===== src/rtl/serdes_pkg.sv =====
// Shared constants for the serial deserializer: comma character, default width, FSM states.
package serdes_pkg;
  localparam int         BITS_DEFAULT = 8;
  localparam logic [7:0] COMMA        = 8'hBC;

  typedef enum logic {
    SEARCH = 1'b0,
    LOCKED = 1'b1
  } state_e;
endpackage


===== src/rtl/deser_shift_reg.sv =====
// Serial-to-parallel shifter, MSB first; shifted_o is the word including the bit on data_i this cycle.
module deser_shift_reg #(
  parameter int BITS = 8
) (
  input  logic            clk,
  input  logic            reset_L,
  input  logic            data_i,
  output logic [BITS-1:0] shifted_o
);
  // The oldest bit falls off on the next shift and is never consumed, so only BITS-1 bits are stored.
  logic [BITS-2:0] sr_q;

  assign shifted_o = {sr_q, data_i};

  always_ff @(posedge clk or negedge reset_L) begin
    if (!reset_L) begin
      sr_q <= '0;
    end else begin
      sr_q <= shifted_o[BITS-2:0];
    end
  end
endmodule


===== src/rtl/deserializador.sv =====
// Comma-aligned deserializer: locks on K-type 8'hBC, then emits one word every BITS bits.
module deserializador
  import serdes_pkg::*;
#(
  parameter int BITS = BITS_DEFAULT
) (
  input  logic            clk,
  input  logic            reset_L,
  input  logic            data,
  input  logic            DK,
  output logic            out_DK,
  output logic [BITS-1:0] out
);
  localparam int CW = (BITS > 1) ? $clog2(BITS) : 1;
  localparam logic [CW-1:0] LAST = CW'(BITS - 1);

  state_e          state_q;
  logic [CW-1:0]   cnt_q;
  logic [BITS-1:0] out_q;
  logic            out_dk_q;
  logic [BITS-1:0] shifted;
  logic            comma_hit;

  deser_shift_reg #(.BITS(BITS)) u_shift (
    .clk      (clk),
    .reset_L  (reset_L),
    .data_i   (data),
    .shifted_o(shifted)
  );

  assign comma_hit = DK && (shifted == BITS'(COMMA));
  assign out       = out_q;
  assign out_DK    = out_dk_q;

  always_ff @(posedge clk or negedge reset_L) begin
    if (!reset_L) begin
      state_q  <= SEARCH;
      cnt_q    <= '0;
      out_q    <= '0;
      out_dk_q <= 1'b0;
    end else begin
      case (state_q)
        SEARCH: begin
          if (comma_hit) begin
            state_q  <= LOCKED;
            cnt_q    <= '0;
            out_q    <= BITS'(COMMA);
            out_dk_q <= 1'b1;
          end
        end
        LOCKED: begin
          // Word boundary wins over a comma match: a comma landing here is just a normal K word.
          if (cnt_q == LAST) begin
            cnt_q    <= '0;
            out_q    <= shifted;
            out_dk_q <= DK;
          end else if (comma_hit) begin
            cnt_q    <= '0;
            out_q    <= BITS'(COMMA);
            out_dk_q <= 1'b1;
          end else begin
            cnt_q <= cnt_q + CW'(1);
          end
        end
        default: state_q <= SEARCH;
      endcase
    end
  end
endmodule


===== config.mk =====
export PLATFORM = sky130hd
export DESIGN_NAME = deserializador
export DESIGN_NICKNAME = d
export VERILOG_FILES = /design/src/rtl/serdes_pkg.sv /design/src/rtl/deser_shift_reg.sv /design/src/rtl/deserializador.sv
export SDC_FILE = /design/constraint.sdc
export NUM_CORES = 1
export LEC_CHECK = 0
export ABC_AREA = 1
export CAP_MARGIN = 10
export CORE_UTILIZATION = 53
export DETAILED_ROUTE_END_ITERATION = 12
export PLACE_DENSITY = 0.79
export SYNTH_ARGS = -nofsm -noshare
export SYNTH_HDL_FRONTEND = slang
export SYNTH_SLANG_ARGS = --single-unit

===== constraint.sdc =====
create_clock -name clk -period 2.7 [get_ports clk]
set_clock_uncertainty 0.2 [all_clocks]
set_input_delay 0.54 -clock clk [delete_from_list [all_inputs] [get_ports clk]]
set_output_delay 0.54 -clock clk [all_outputs]
set_load 0.05 [all_outputs]

### Word level (Yosys, flattened, before mapping)

Index checks and enable logic that the tools add are counted.

* $add $sub $neg: 1
* equal/unequal tests: 3
* multiplexer cells: 12
* bitwise operators: 1
* reductions and logical operators: 1

Operators with widths (count)
* $mux 8: 2
* $pmux 8 s2: 1
* $mux 3: 3
* $eq 8x8->1 const B: 1
* $pmux 3 s2: 1
* $mux 1: 4
* $add 3x1->3 const B: 1
* $eq 3x3->1 const B: 1
* $ne 2x2->1 const B: 1
* $pmux 1 s2: 1
* $logic_and 1x1->1: 1
* $not 1->1: 1

* register bits: 20
* output and inout port bits: 9

### Depth between registers and ports, before layout

* depth after elaboration: 5
* depth in mapped cells: 7
* mapped depth without buffers: 6

### Hierarchy

Synthesis repeated with hierarchy kept, for this count alone.

* cell total of the unflattened synthesis: 77
* area total of the unflattened synthesis: 788.3 sq um

Modules (own cells, without submodules)
* deserializador: times used 1, cells each 69, area an instance 605.6 sq um
* deser_shift_reg: times used 1, cells each 8, area an instance 182.7 sq um

### Worst setup path after synthesis

Ideal clock, no wire load.

* path type: flip-flop to flip-flop
* from: register cnt_q[0]
* to: register out_q[2], in the netlist out[2]
* arrival: 1.161 ns
* data required time: 2.380 ns
* setup slack: 1.218 ns
* stages on the path, launching flop included: 7
* buffers on the path: 0
* clock period less this slack: 1.482 ns
* path through: dfrtp_1 ha_1 ha_1 nand2_2 inv_2 nor2_1 a21oi_2

* cells in the longest elaborated chain, start to end: 3

RTL lines
* start: declaration: RTL line deserializador.sv:18 `logic [CW-1:0] cnt_q;`
* start signal: assignment: RTL line deserializador.sv:62 `cnt_q <= cnt_q + CW'(1);`
* $eq 3x3->1: RTL line deserializador.sv:53 `if (cnt_q == LAST) begin`
* $mux 8: RTL line deserializador.sv:53
* $pmux 8 s2: RTL line deserializador.sv:42 `case (state_q)`
* end signal: assignment: RTL line deserializador.sv:47 `out_q <= BITS'(COMMA);`
* end signal: assignment: RTL line deserializador.sv:55 `out_q <= shifted;`
* end signal: assignment: RTL line deserializador.sv:59 `out_q <= BITS'(COMMA);`
* end: declaration: RTL line deserializador.sv:19 `logic [BITS-1:0] out_q;`

Every way passes these cells.
A chain may end at the register's enable or synchronous reset.

### Final worst setup path

* from: register out_q[3], in the netlist out[3]
* to: output port out[3]

RTL lines
* end: declaration: RTL line deserializador.sv:12 `output logic [BITS-1:0] out`

No word-level cell between the ends.

==> flow_metrics.env <==
export IMPL_p_int_uw=658
export IMPL_grt_overflow=0
export IMPL_synthDominantCellAreaShare_pct=62.1
export IMPL_area_growth_pct=21.3
export IMPL_holdWs_ns=0.213
export IMPL_cts_tree="done"
export IMPL_grtUsageMet2_pct=29.7
export IMPL_cts_max_level=1
export IMPL_die_w_um=41.0
export IMPL_power_frac_comb_pct=47.9
export IMPL_grt_max_degree=21
export IMPL_die_area_sq_um=1680
export IMPL_synth_area_sq_um=806
export IMPL_first_iter_violations=15
export IMPL_dp_hpwl_um=939
export IMPL_totalPowerFinal_uw=1140
export IMPL_die_y_um=41.0
export IMPL_ios=13
export IMPL_wl_um=1280
export IMPL_grt_total_usage_pct=20.7
export IMPL_final_cell_area_sq_um=977
export IMPL_grtUsageMet3_pct=3.26
export IMPL_coreArea_sq_um=1350
export IMPL_num_antenna_cells=0
export IMPL_root_buffer="clkbuf_4"
export IMPL_worst_path_largest_cell_delay_ns=0.81
export IMPL_crit_family="buffers and inverters"
export IMPL_period_share_pct=81.8
export IMPL_start_util_pct=59.7
export IMPL_path_cells="clkdlybuf4s50_1"
export IMPL_arrival_ns=1.47
export IMPL_grt_pass1_vias=489
export IMPL_wire_per_inst_um=11.7
export IMPL_rsz0062_at_grt="false"
export IMPL_clk_pin_slew_ns=0.10
export IMPL_use_met1_pct=29.2
export IMPL_cts_resized=0
export IMPL_synth_fp_nets=85
export IMPL_power_leakage_uw=0.000473
export IMPL_drive_gt1_share_pct=18.9
export IMPL_cp_end_kind="primary output"
export IMPL_worst_slack_ns=0.491
export IMPL_cts_hold_buffers=0
export IMPL_rows=13
export IMPL_yosys_area_top_type="dfrtp_1"
export IMPL_relSlewSlack_pct=66.7
export IMPL_maxCapViolCount=0
export IMPL_worst_path_max_fanout=2
export IMPL_ctsLongestPathBuffers=2
export IMPL_status="finished clean"
export IMPL_drv_slew=0
export IMPL_tightest_slew_ns=0.499
export IMPL_grt_antenna_before_repair=0
export IMPL_via_per_inst=5.07
export IMPL_syn_inst=79
export IMPL_synthTopCellsByArea="dfrtp_1 62%, nand2_1 7.0%, nor2_1 7.0%, a21oi_2 6.5%, ha_1 3.1%"
export IMPL_max_freq_mhz=453
export IMPL_cp_num_buf_inv=1
export IMPL_ant_nets=0
export IMPL_hold_path_class="flip-flop to flip-flop"
export IMPL_slowest_stage="clkdlybuf4s50_1"
export IMPL_power_switching_uw=483
export IMPL_setup_tns_ns=0
export IMPL_clock_sinks=20
export IMPL_post_cts_setup_buffer_count=0
export IMPL_ys_warn_count=0
export IMPL_fin_nets=102
export IMPL_grt_busiest_layer="met2"
export IMPL_gp_congestion=0.715
export IMPL_grt_pass1_wl_um=2130
export IMPL_setup_violations=0
export IMPL_start_kind="flip-flop"
export IMPL_synth_distinct_cells=15
export IMPL_power_frac_clock_pct=14.6
export IMPL_ys_seq_area_share_pct=62.1
export IMPL_hold_violations=0
export IMPL_swShare_pct=42.3
export IMPL_seqPwrFrac_pct=37.5
export IMPL_via_count=558
export IMPL_pre_cts_ws_ns=0.600
export IMPL_syn_area_per_cell_sq_um=10.2
export IMPL_dpl_instance_area_sq_um=941
export IMPL_p_per_area_nw_per_um2=1170
export IMPL_numPortBuffers=12
export IMPL_drc=0
export IMPL_ir_drop_mv=0.691
export IMPL_dr_pass1_iters=4
export IMPL_critical_path_class="flip-flop to primary output"
export IMPL_ys_ff_latch=20
export IMPL_critPathRequiredTime_ns=1.96
export IMPL_min_period_ns=2.21
export IMPL_insertion_delay_ns=0.29
export IMPL_cts_buffers=3
cell usage in the layout, fill, tap and decap left out:
cell type,instances
nor2_2,2
nand3_2,1
nand2_2,1
inv_2,2
inv_1,6
o21ai_1,1
and2_1,1
a21oi_2,6
ha_1,2
nand3_1,5
dfrtp_1,20
nor2_1,15
clkdlybuf4s50_1,12
nand2_1,15
clkbuf_8,1
clkbuf_4,3
or2_4,1
buf_4,1
power groups by stage:
stage          clock, uW  sequential [uW]  combinational [uW]
2_1_floorplan          0              664                 146
6_report             166              428                 547
3_5_place_dp           0              436                 550
3_3_place_gp           0              432                 540
5_1_grt              182              439                 591
4_1_cts              170              431                 552
registers in the layout, summed over array words and instances, names as in the netlist:
register      count
out_DK            1
u_shift.sr_q      7
out               8
state_q           1
cnt_q             3
through the flow:
step / std cells / utilization, %
6_report: 110 / 72.4
3_5_place_dp: 106 / 69.7
2_1_floorplan: 79 / -
5_1_grt: 110 / 72.4
3_3_place_gp: 106 / 69.7
4_1_cts: 110 / 72.4
kinds of logic (layout without fill, tap and decap cells):
family / after synthesis / count (layout) / share of synthesized area, %
adders and majority gates: 2 / 2 / 3.11
and+or+nand+nor: 41 / 41 / 22.5
DFF: 20 / 20 / 62.1
AOI/OAI and AO/OA: 7 / 7 / 7.14
buffers and inverters: 9 / 25 / 5.12
synth_stat cells:
cell,count
inv_1,6
buf_6,1
or2_4,1
nand3_1,5
nand2_2,1
inv_2,2
nand2_1,15
dfrtp_1,20
ha_1,2
nor2_1,15
o21ai_1,1
and2_1,1
nand3_2,1
a21oi_2,6
nor2_2,2
path summary, 6_finish.rpt:
| kind | from | slack (ns) | depth (start not counted) | end |
|---|---|---|---|---|
| setup / recovery | out[3]$_DFF_PN0_ | 0.49 | 1 | out[3] |
| hold / removal | u_shift.sr_q[3]$_DFF_PN0_ | 0.21 | 0 | u_shift.sr_q[4]$_DFF_PN0_ |
| setup reg to reg | cnt_q[0]$_DFFE_PN0P_ | 1.02 | 6 | out[3]$_DFF_PN0_ |
| hold reg to reg | u_shift.sr_q[3]$_DFF_PN0_ | 0.21 | 0 | u_shift.sr_q[4]$_DFF_PN0_ |
| max in group asynchronous | reset_L | 1.74 | 2 | cnt_q[2]$_DFFE_PN0P_ |
| min in group asynchronous | reset_L | 0.36 | 2 | out[5]$_DFF_PN0_ |
final cells by class:
cell class / instances / area (sq um)
sequential: 20 / 500
fill: 100 / 373
multi-input combinational: 50 / 264
timing repair buffer: 13 / 128
clock buffer: 4 / 36.3
inverter: 8 / 30.0
tap: 15 / 18.8
metal layers:
layer	share of wire, %	wire length (um)
met1	48	617
met2	46	584
met3	3.7	48
met4	2.4	31
met5	0	0
(Power assumes the default switching activity.)
